===== src/rtl/arm_hazard_unit.sv =====
// Hazard unit for a 5-stage ARM pipeline: tracks EX/MEM/WB destinations to drive
// operand forwarding, load-use and CPSR stalls, and the post-SWI halt.
module arm_hazard_unit #(
  parameter int STALL_CNT_W = 16
) (
  input  logic                   clk,
  input  logic                   rst,
  input  logic                   id_valid,
  input  logic [2:0]             id_mask,
  input  logic [11:0]            id_reg_num,
  input  logic                   id_rd_we,
  input  logic [3:0]             id_rd_num,
  input  logic                   id_is_load,
  input  logic                   id_cpsr_we,
  input  logic                   id_cond_use,
  input  logic                   id_halt,
  input  logic                   flush,
  output logic                   stall,
  output logic [5:0]             fwd_sel,
  output logic                   halted,
  output logic [STALL_CNT_W-1:0] stall_count
);

  typedef struct packed {
    logic       valid;
    logic       we;
    logic [3:0] rd;
    logic       is_load;
    logic       cpsr_we;
    logic       halt;
  } shadow_t;

  shadow_t                r_ex, r_mem, r_wb;
  shadow_t                w_id;
  logic                   r_halt_blk;
  logic                   r_halted;
  logic [STALL_CNT_W-1:0] r_cnt;

  logic [2:0] w_rel, w_hit_ex, w_hit_mem, w_hit_wb;
  logic       w_load_use, w_cpsr_haz, w_haz, w_capture;

  always_comb begin
    w_id         = '0;
    w_id.valid   = 1'b1;
    w_id.we      = id_rd_we;
    w_id.rd      = id_rd_num;
    w_id.is_load = id_is_load;
    w_id.cpsr_we = id_cpsr_we;
    w_id.halt    = id_halt;
  end

  // r15 reads come from the PC path, never from the forwarding network
  for (genvar k = 0; k < 3; k++) begin : g_slot
    logic [3:0] w_reg;
    assign w_reg        = id_reg_num[4*k +: 4];
    assign w_rel[k]     = id_valid & id_mask[k] & (w_reg != 4'hF);
    assign w_hit_ex[k]  = r_ex.valid  & r_ex.we  & (r_ex.rd  == w_reg);
    assign w_hit_mem[k] = r_mem.valid & r_mem.we & (r_mem.rd == w_reg);
    assign w_hit_wb[k]  = r_wb.valid  & r_wb.we  & (r_wb.rd  == w_reg);
    assign fwd_sel[2*k +: 2] = !w_rel[k]    ? 2'b00 :
                               w_hit_ex[k]  ? 2'b01 :
                               w_hit_mem[k] ? 2'b10 :
                               w_hit_wb[k]  ? 2'b11 : 2'b00;
  end

  assign w_load_use = (|(w_rel & w_hit_ex)) & r_ex.is_load;
  assign w_cpsr_haz = id_cond_use & r_ex.valid & r_ex.cpsr_we;
  assign w_haz      = w_load_use | w_cpsr_haz;
  assign stall      = w_haz | r_halt_blk;
  assign w_capture  = id_valid & ~stall & ~flush;

  always_ff @(posedge clk or posedge rst) begin
    if (rst) begin
      r_ex       <= '0;
      r_mem      <= '0;
      r_wb       <= '0;
      r_halt_blk <= 1'b0;
      r_halted   <= 1'b0;
      r_cnt      <= '0;
    end else begin
      r_wb  <= r_mem;
      r_mem <= r_ex;
      r_ex  <= w_capture ? w_id : '0;
      if (w_capture && id_halt) r_halt_blk <= 1'b1;
      if (r_wb.valid && r_wb.halt) r_halted <= 1'b1;
      // the halt block is a permanent freeze, not a hazard, so it is not counted
      if (w_haz && !r_halt_blk && r_cnt != '1) r_cnt <= r_cnt + STALL_CNT_W'(1);
    end
  end

  assign halted      = r_halted;
  assign stall_count = r_cnt;

endmodule


===== config.mk =====
export PLATFORM = sky130hd
export DESIGN_NAME = arm_hazard_unit
export DESIGN_NICKNAME = d
export VERILOG_FILES = /design/src/rtl/arm_hazard_unit.sv
export SDC_FILE = /design/constraint.sdc
export NUM_CORES = 1
export LEC_CHECK = 0
export CORE_ASPECT_RATIO = 0.75
export CORE_UTILIZATION = 25
export DETAILED_ROUTE_END_ITERATION = 8
export GPL_TIMING_DRIVEN = 0
export HOLD_SLACK_MARGIN = 0.03
export SETUP_SLACK_MARGIN = 0.02
export SYNTH_ARGS = -nofsm -noshare
export SYNTH_HDL_FRONTEND = slang
export SYNTH_SLANG_ARGS = --single-unit

===== constraint.sdc =====
create_clock -name clk -period 1.9 [get_ports clk]
set_input_delay 0.285 -clock clk [delete_from_list [all_inputs] [get_ports clk]]
set_output_delay 0.285 -clock clk [all_outputs]
set_load 0.005 [all_outputs]

; ---- Yosys cells after proc, flatten, opt, wreduce, memory -nomap -nowiden
; Index checks and enable logic that the tools add are counted.
[op_classes]
div = 0
multipliers = 0
magnitude_cmp = 0
shift = 0
n_addsub = 1
bitwise = 28
reduce_logical = 6
n_mux = 13
eq_ne = 13
[op_table]
columns = cell, n
row1 = $eq A4 B4 Y1, 9
row2 = $mux W2, 12
row3 = $and A1 B1 Y1, 23
row4 = $add A16 B1 Y16 const B, 1
row5 = $ne A16 B16 Y1 const B, 1
row6 = $ne A4 B4 Y1 const B, 3
row7 = $mux W9, 1
row8 = $logic_and A1 B1 Y1, 4
row9 = $and A3 B3 Y3, 1
row10 = $reduce_or A3 Y1, 1
row11 = $not A1 Y1, 2
row12 = $or A1 B1 Y1, 2
row13 = $logic_not A1 Y1, 1
[word_totals]
latchBits = 0
input_bits = 28
elab_cells = 78
rom_bits = 0
ram_bits = 0
n_memories = 0
ff_bits = 41
output_inout_bits = 24

; ---- Depth between registers and ports, before layout
; Gate-level depths: netlist of the first run.
[logic_depth]
depth_word = 11
depth_mapped = 8
mapped_depth_nobuf = 6

; ---- Least setup slack after synthesis of the first run
; Ideal clock, no wire load.
[synth_path]
path_kind = register -> output
start = reg r_mem[5] (netlist bit)
end = out fwd_sel[5]
t_arrival_ps = 1601
required_ps = 1615
slack_ps = 14
path_buffers = 0
path_stages_with_launch = 5
path_cell_list = dfrtp_1 -> xor2_1 -> a221oi_1 -> or4b_2 -> a211oi_1
[synth_via]
elab_chain_len = 5
[synth_rtl]
columns = element, line_no
row1 = start: declaration, 33  ; shadow_t r_ex, r_mem, r_wb;
row2 = start signal: assignment, 82  ; r_mem <= r_ex;
row3 = $eq A4 B4 Y1, 58  ; assign w_hit_mem[k] = r_mem.valid & r_mem.we & (r_mem.rd == w_reg);
row4 = $and A1 B1 Y1, 58
row5 = $mux W2, 62  ; w_hit_mem[k] ? 2'b10 :
row6 = $mux W2, 61  ; w_hit_ex[k] ? 2'b01 :
row7 = $mux W2, 60  ; assign fwd_sel[2*k +: 2] = !w_rel[k] ? 2'b00 :
row8 = end: declaration, 19  ; output logic [5:0] fwd_sel,
; Every way passes these cells.

; ---- Worst setup path after layout of the first run
; Ends and elaborated chain as after synthesis.

==> metrics.txt, run 1 <==
final-report max-slew violation count 0; Seq pwr share a little under half; clock slew at reported path FFs 0.06 ns; count of unique library cells instantiated by Yosys 36; most numerous cell in the Yosys netlist dfrtp_1; largest area contributor in the netlist dfrtp_1; number of flops mapped to enable cells by yosys 0; R2R setup slack -0.39 ns; Worst EP arrival 2.05 ns; Post-Syn Area 2130 um2; sw frac between 20% and 30%; hpwl dp 3930 um; area of the multi-input gates 1260 um2; gr ovfl total 0; PwrDens ~600 nW/um2; Cells after DPL between 300 and 400; Worst Hold Launch r_ex[0]$_DFF_PP0_; Final #Nets 319; critical path type reg -> out; Internal 1.56 mW; Reg area 1030 um2; Setup TNS Final -6.57 ns; Power Total ~2.0 mW; die area ~8900 um2; number of global-route vias before repair 1,843; Layout area overhead 57.3%; starting DRC count in detailed routing 103; All-Layer GR Usage 13.6%; First-pass DRT Iterations 4; Antenna Nets Post-Route 0; Die Y-Extent just over 80 um; measured slew at the worst slew-check pin 0.836 ns; Final min period about 2.3 ns; Die W approximately 110 um; Non-Filler Instances 396; clk_lat worst skew 0.28 ns; Worst setup startpoint r_mem[5]$_DFF_PP0_; CTS Buf Count 5; Rows 28; top cells by count, synth dfrtp_1 (41), xnor2_1 (29), nand2_1 (20), xor2_1 (18), nor2_1 (14); Cells after Synth just over 200; Mean Syn Cell Area 10.6 um2; Worst Path Max Fanout 2; startpoint types flip-flop; clock sink total just over 40; top_reg_cell synth dfrtp_1; global-route wire length before repair 9080 um; Avg WL per Cell 14.9 um; Fin. Hold Viols 0; Slowest cell on crit path or4b_4; clock buffer depth 2; CP peak stage delay 0.52 ns; Setup WS post-layout -0.434 ns; io pins 52; cell area after layout between 3000 and 4000 um2; H-tree depth 2; Routed Wire Length 5920 um; fin crit share 123%; Ys Warns 0; Slew headroom 44.2%; gpl congestion slightly above 0.8; largest net degree at the start of global routing between 40 and 50; clock group share of total power a little over two fifths; # diodes 0; P_sw 0.482 mW; worst r2r src r_ex[4]$_DFF_PP0_; filler cell count 786; CP cell instances xor2_1, a221oi_1, or4b_4, buf_6, a211oi_4, buf_2; DRC Markers 0; Synth Register Bits 41; post-synthesis async set-or-reset flop share between 90% and 100%; root buf cell clkbuf_16; total number of vias ~1.8k; max_cap viols 0; setup violators final 23; CP endpoint kind output port; violated checks setup timing; worst vdd ir 369 uV; initial core utilization 26.5%; Comb pwr share 12.6%; area share of the largest cell type after synthesis 48.1%; crit-path leading delay family simple AND/OR/NAND/NOR gates; Synthesized Nets ~230; Hold/Removal Path Class reg -> reg; run status complete, but fails checks; top cells by area, synth dfrtp_1 (48%), xnor2_1 (12%), xor2_1 (7.4%); PortBufs 51; buffers and inverters on the worst path 2; RSZ-0062 raised after global routing yes; initial antenna violation count 0; LEAKAGE 1.46 nW; dpl cell area 2780 um2; sequential area share after synthesis between 40% and 50%; number of vias per cell 4.63; share of layout cells above drive strength 1 30.9%; total core area between 8000 and 9000 um2; Req. time, crit path between 1.5 and 2 ns; fmax 0.428 GHz; Clock Skew 0.00625 ns; CTS tree done
cell usage in the layout (no fill, tap or decap), types with 2 or more instances in the layout:
master	instances
dfrtp_1	37
clkdlybuf4s50_1	31
xnor2_1	25
xor2_1	17
buf_4	17
nand2_1	14
buf_6	13
dlygate4sd2_1	13
nor2_1	12
nand4_1	10
and2_1	9
nand3_1	7
nand3_2	6
nand2_2	5
clkbuf_16	5
buf_2	5
xnor2_2	4
nor3_1	4
dfrtp_2	4
nor3_2	3
inv_1	3
a31oi_1	3
and3_1	2
nand3_4	2
a21oi_4	2
and2_4	2
o22ai_1	2
a221oi_1	2
a21o_1	2
buf_12	2
final cells by class:
class | instances | share of cell area, %
plain buffers | 2 | 0.559
clock buffers | 6 | 4.14
clock inverters | 2 | 0.410
inverters | 4 | 0.448
multi-input cells | 156 | 37.4
flip-flops and latches | 41 | 30.7
well taps | 105 | 3.92
repair buffers | 80 | 22.3
metrics by stage:
stage               worst slack (ns)  util [%]  hold slack (ns)
finish                        -0.434      41.6            0.352
global route                  -0.500      41.6            0.369
CTS                           -0.444      40.2            0.354
detailed placement             -1.04      34.5            0.338
global placement               -1.02      34.5            0.336
floorplan                     0.0484         -            0.331
cells by family after synthesis:
kind of cell	count (synthesis)	share of synthesized area, %
buf+inv	6	1.58
flops	41	48.1
fa+ha+maj	1	0.587
simple gates	88	23.1
compound gates	18	6.81
xor+xnor	47	19.3
mux	1	0.528
power by group through the flow:
stage	Combinational (mW)	Sequential (mW)	Clock, mW
after floorplan	0.0978	0.940	0
after global placement	0.210	0.949	0
after detailed placement	0.214	0.949	0
after CTS	0.239	0.929	0.870
after global routing	0.279	0.935	0.910
final	0.258	0.932	0.854
final timing paths:
path,endpoint,cells past startpoint
max in group asynchronous,r_mem[5]$_DFF_PP0_,2
min,r_mem[0]$_DFF_PP0_,0
max,fwd_sel[5],6
max reg2reg,stall_count[1]$_DFFE_PP0P_,9
min in group asynchronous,stall_count[12]$_DFFE_PP0P_,2
min reg2reg,r_mem[0]$_DFF_PP0_,0
worst reg2reg max path: stages, from the launching register on:
cell and delay [ns]:
dfrtp_1 0.43, buf_6 0.14, buf_6 0.12, xnor2_2 0.11
nand4_1 0.12, or3_4 0.44, buf_6 0.14, a31oi_4 0.24
buf_6 0.15, mux2_4 0.29
metal layers:
| metal | vias up | GRT usage, % | routed length (um) |
|---|---|---|---|
| met2 | 61 | 21.9 | 2680 |
| met4 | 0 | 3.92 | 75 |
| li1 | 877 | - | - |
| met5 | - | 0 | 0 |
| met1 | 886 | 18.5 | 2910 |
| met3 | 10 | 2.86 | 252 |
sequential cells by signal (all words and copies together) (netlist names):
signal	count
r_mem	7
halted	1
r_ex	9
r_halt_blk	1
r_wb	7
stall_count	16
repair_timing:
item                       4_1_cts  5_1_grt
setup buffers                   28        4
pin swaps                       33       29
hold buffers                     0        0
setup endpoints to repair       32       24
cloned                           1        1
gates resized for setup         72       23
No activity file was read; power rests on OpenSTA's default activity.
==> run 2, diff against run 1 <==
Settings changed: CAP_MARGIN set to 15, GPL_ROUTABILITY_DRIVEN set to 0.
==> results of run 2 <==
Final layout, timing and power as in run 1 (identical DEF).
==> run 3, diff against run 2 <==
Settings changed: SETUP_SLACK_MARGIN 0.02 to 0.4.
==> run 3 against run 2 <==
Worst setup slack gained 0.092 ns. The run still ends with setup timing left. Critical endpoint unchanged. Sequential power is essentially flat. First-iteration DRC count shrank 17%. Flip-flop and latch count is the same. Clock power shrank 2.8%. Critical path type unchanged. Non-clock buffer count grew 14. Global-route usage grew 0.15 points. Via count grew 0.87%. Design area grew 4.1%. Critical path depth is the same. Largest cell class unchanged.
==> metrics.txt, run 3 (synthesis gave the netlist of run 1 again) <==
PortBufs 51 (unchanged); global-route wire length before repair 9230 um (+1.7%); CTS Buf Count 5 (unchanged); gr ovfl total 0 (unchanged); Final #Nets 333 (+4.4%); CP cell instances xor2_1, a221oi_2, or4b_4, buf_6, a211oi_2, buf_2; RSZ-0062 raised after global routing yes; number of vias per cell 4.51 (-2.6%); Rows 28 (unchanged); clock sink total 41 (unchanged); starting DRC count in detailed routing 86 (-17%); All-Layer GR Usage 13.8% (+0.15 points); max_cap viols 0 (unchanged); initial core utilization 26.5% (unchanged); cell area after layout 3490 um2 (+4.1%); critical path type reg -> out; Slowest cell on crit path or4b_4; Hold Path Sink r_mem[0]$_DFF_PP0_; final-report max-slew violation count 0 (unchanged); Die W 109 um (unchanged); buffers and inverters on the worst path 2 (unchanged); hpwl dp 3910 um (-0.39%); Cells after DPL 358 (unchanged); share of layout cells above drive strength 1 38.0% (+7.1 points); clock buffer depth 2 (unchanged); dpl cell area 2800 um2 (+0.77%); initial antenna violation count 0 (unchanged); Hold Crit Depth 0 (unchanged); # diodes 0 (unchanged); filler cell count 768 (-2.3%); number of global-route vias before repair 1,797 (-2.5%); Worst Path Max Fanout 2 (unchanged); Worst Hold Launch r_ex[0]$_DFF_PP0_; R2R setup slack -0.23 ns (+0.16 ns); measured slew at the worst slew-check pin 0.856 ns (+0.0204 ns); violated checks setup timing; die area 8910 um2 (unchanged); worst vdd ir 331 uV (-10%); fin util 43.4% (+1.7 points); Final min period 2.24 ns (-0.0922 ns); worst slack, placed -0.855 ns (+0.183 ns); total number of vias 1,850 (+0.87%); Non-Filler Instances 410 (+3.5%); Slew headroom 42.8% (-1.4 points); clk_lat worst skew 0.28 ns (about the same); Power Total 2.03 mW (-0.57%); Register-to-Register Path Depth 8 (-1); fmax 0.446 GHz (+4.1%); setup violators final 20 (-13%); Clock Skew 0.00381 ns (-0.00244 ns); Die Y-Extent 82.0 um (unchanged); commonest non-fill, non-tap cells in the layout buf_4 (31), dfrtp_1 (31), xnor2_1 (25), dlygate4sd2_1 (21), clkdlybuf4s50_1 (18); Antenna Nets Post-Route 0 (unchanged); Fin. Hold Viols 0 (unchanged); worst r2r src r_ex[3]$_DFF_PP0_; DRC Markers 0 (unchanged); Avg WL per Cell 14.7 um (-1.4%); root buf cell clkbuf_16; CTS tree done; PwrDens 582 nW/um2 (-4.5%); Worst EP arrival 1.96 ns (-0.09 ns); startpoint types flip-flop; run status complete, but fails checks; Setup TNS Final -3.77 ns (+2.79 ns); fin crit share 118% (-4.9 points); crit-path leading delay family simple AND/OR/NAND/NOR gates; hold_ws 0.346 ns (-0.00518 ns); io pins 52 (unchanged); clock slew at reported path FFs 0.06 ns (about the same); CP peak stage delay 0.49 ns (-0.03 ns); CP endpoint kind output port; First-pass DRT Iterations 4 (unchanged); total core area 8060 um2 (unchanged); Routed Wire Length 6040 um (+2.1%); largest net degree at the start of global routing 42 (unchanged); Layout area overhead 63.8%; Hold/Removal Path Class reg -> reg; Largest register FFs 16 (unchanged); Setup WS post-layout -0.342 ns (+0.0922 ns); Req. time, crit path 1.62 ns (about the same); H-tree depth 2 (unchanged); Critical R2R Capture stall_count[1]$_DFFE_PP0P_; LEAKAGE 1.70 nW (+17%)
run 3: cell types whose count changed in the layout (fill, tap and decap cells not counted), moves of 3 or more:
cell / change
dlygate4sd2_1: +8
xor2_1: -3
dlymetal6s2s_1: +5
dfrtp_2: +6
dfrtp_1: -6
buf_4: +14
nand2_4: +3
clkdlybuf4s50_1: -13
and2_1: -3
and2_4: +3
xor2_2: +3
run 3: routing by layer:
layer	track usage [%]	share of wire, %	vias up
met1	19.8	48	904
li1	-	-	903
met5	0	0	-
met4	2.97	0.56	0
met3	3.25	5.9	2
met2	20.9	45	41
run 3: how the worst max path moves through the flow:
| stage | from | end | slack [ns] | cells past startpoint |
|---|---|---|---|---|
| finish | r_mem[5]$_DFF_PP0_ | fwd_sel[5] | -0.34 | 6 |
| global route | r_mem[5]$_DFF_PP0_ | fwd_sel[5] | -0.46 | 6 |
| CTS | r_mem[5]$_DFF_PP0_ | fwd_sel[5] | -0.39 | 6 |
| detailed placement | id_reg_num[10] | fwd_sel[5] | -0.85 | 6 |
| global placement | id_reg_num[10] | fwd_sel[5] | -0.86 | 6 |
| floorplan | r_mem[5]$_DFF_PP0_ | fwd_sel[5] | 0.16 | 4 |
run 3: layout make-up:
type	count	area (um2)	share of cell area, %
buffer	2	18.8	0.537
clock buffer	5	125	3.58
clock inverter	3	22.5	0.645
inverter	4	15.0	0.430
multi-input combinational	156	1300	37.3
sequential	41	1040	29.7
tap	105	131	3.76
timing repair buffer	94	840	24.0
run 3: worst register-to-register path: cells and delay by family (launching register included):
family / cells / cell delay (ns)
xor gates and xnor gates: 1 / 0.12
DFF: 1 / 0.43
and+or+nand+nor: 2 / 0.51
AOI/OAI and AO/OA: 1 / 0.27
muxes: 1 / 0.29
buffers and inverters: 3 / 0.42
run 3: report_power, final:
group	internal, mW	leakage, nW	switching [mW]
Sequential	0.904	0.548	0.0307
Combinational	0.149	1.08	0.119
Clock	0.488	0.0738	0.342
Total	1.54	1.70	0.491
run 3: what timing repair did:
action	in CTS	in global routing
cloned	2	0
resized for setup	86	32
pin swaps	35	33
hold buffers	0	0
endpoints found under the setup margin	42	41
buffers inserted	28	14
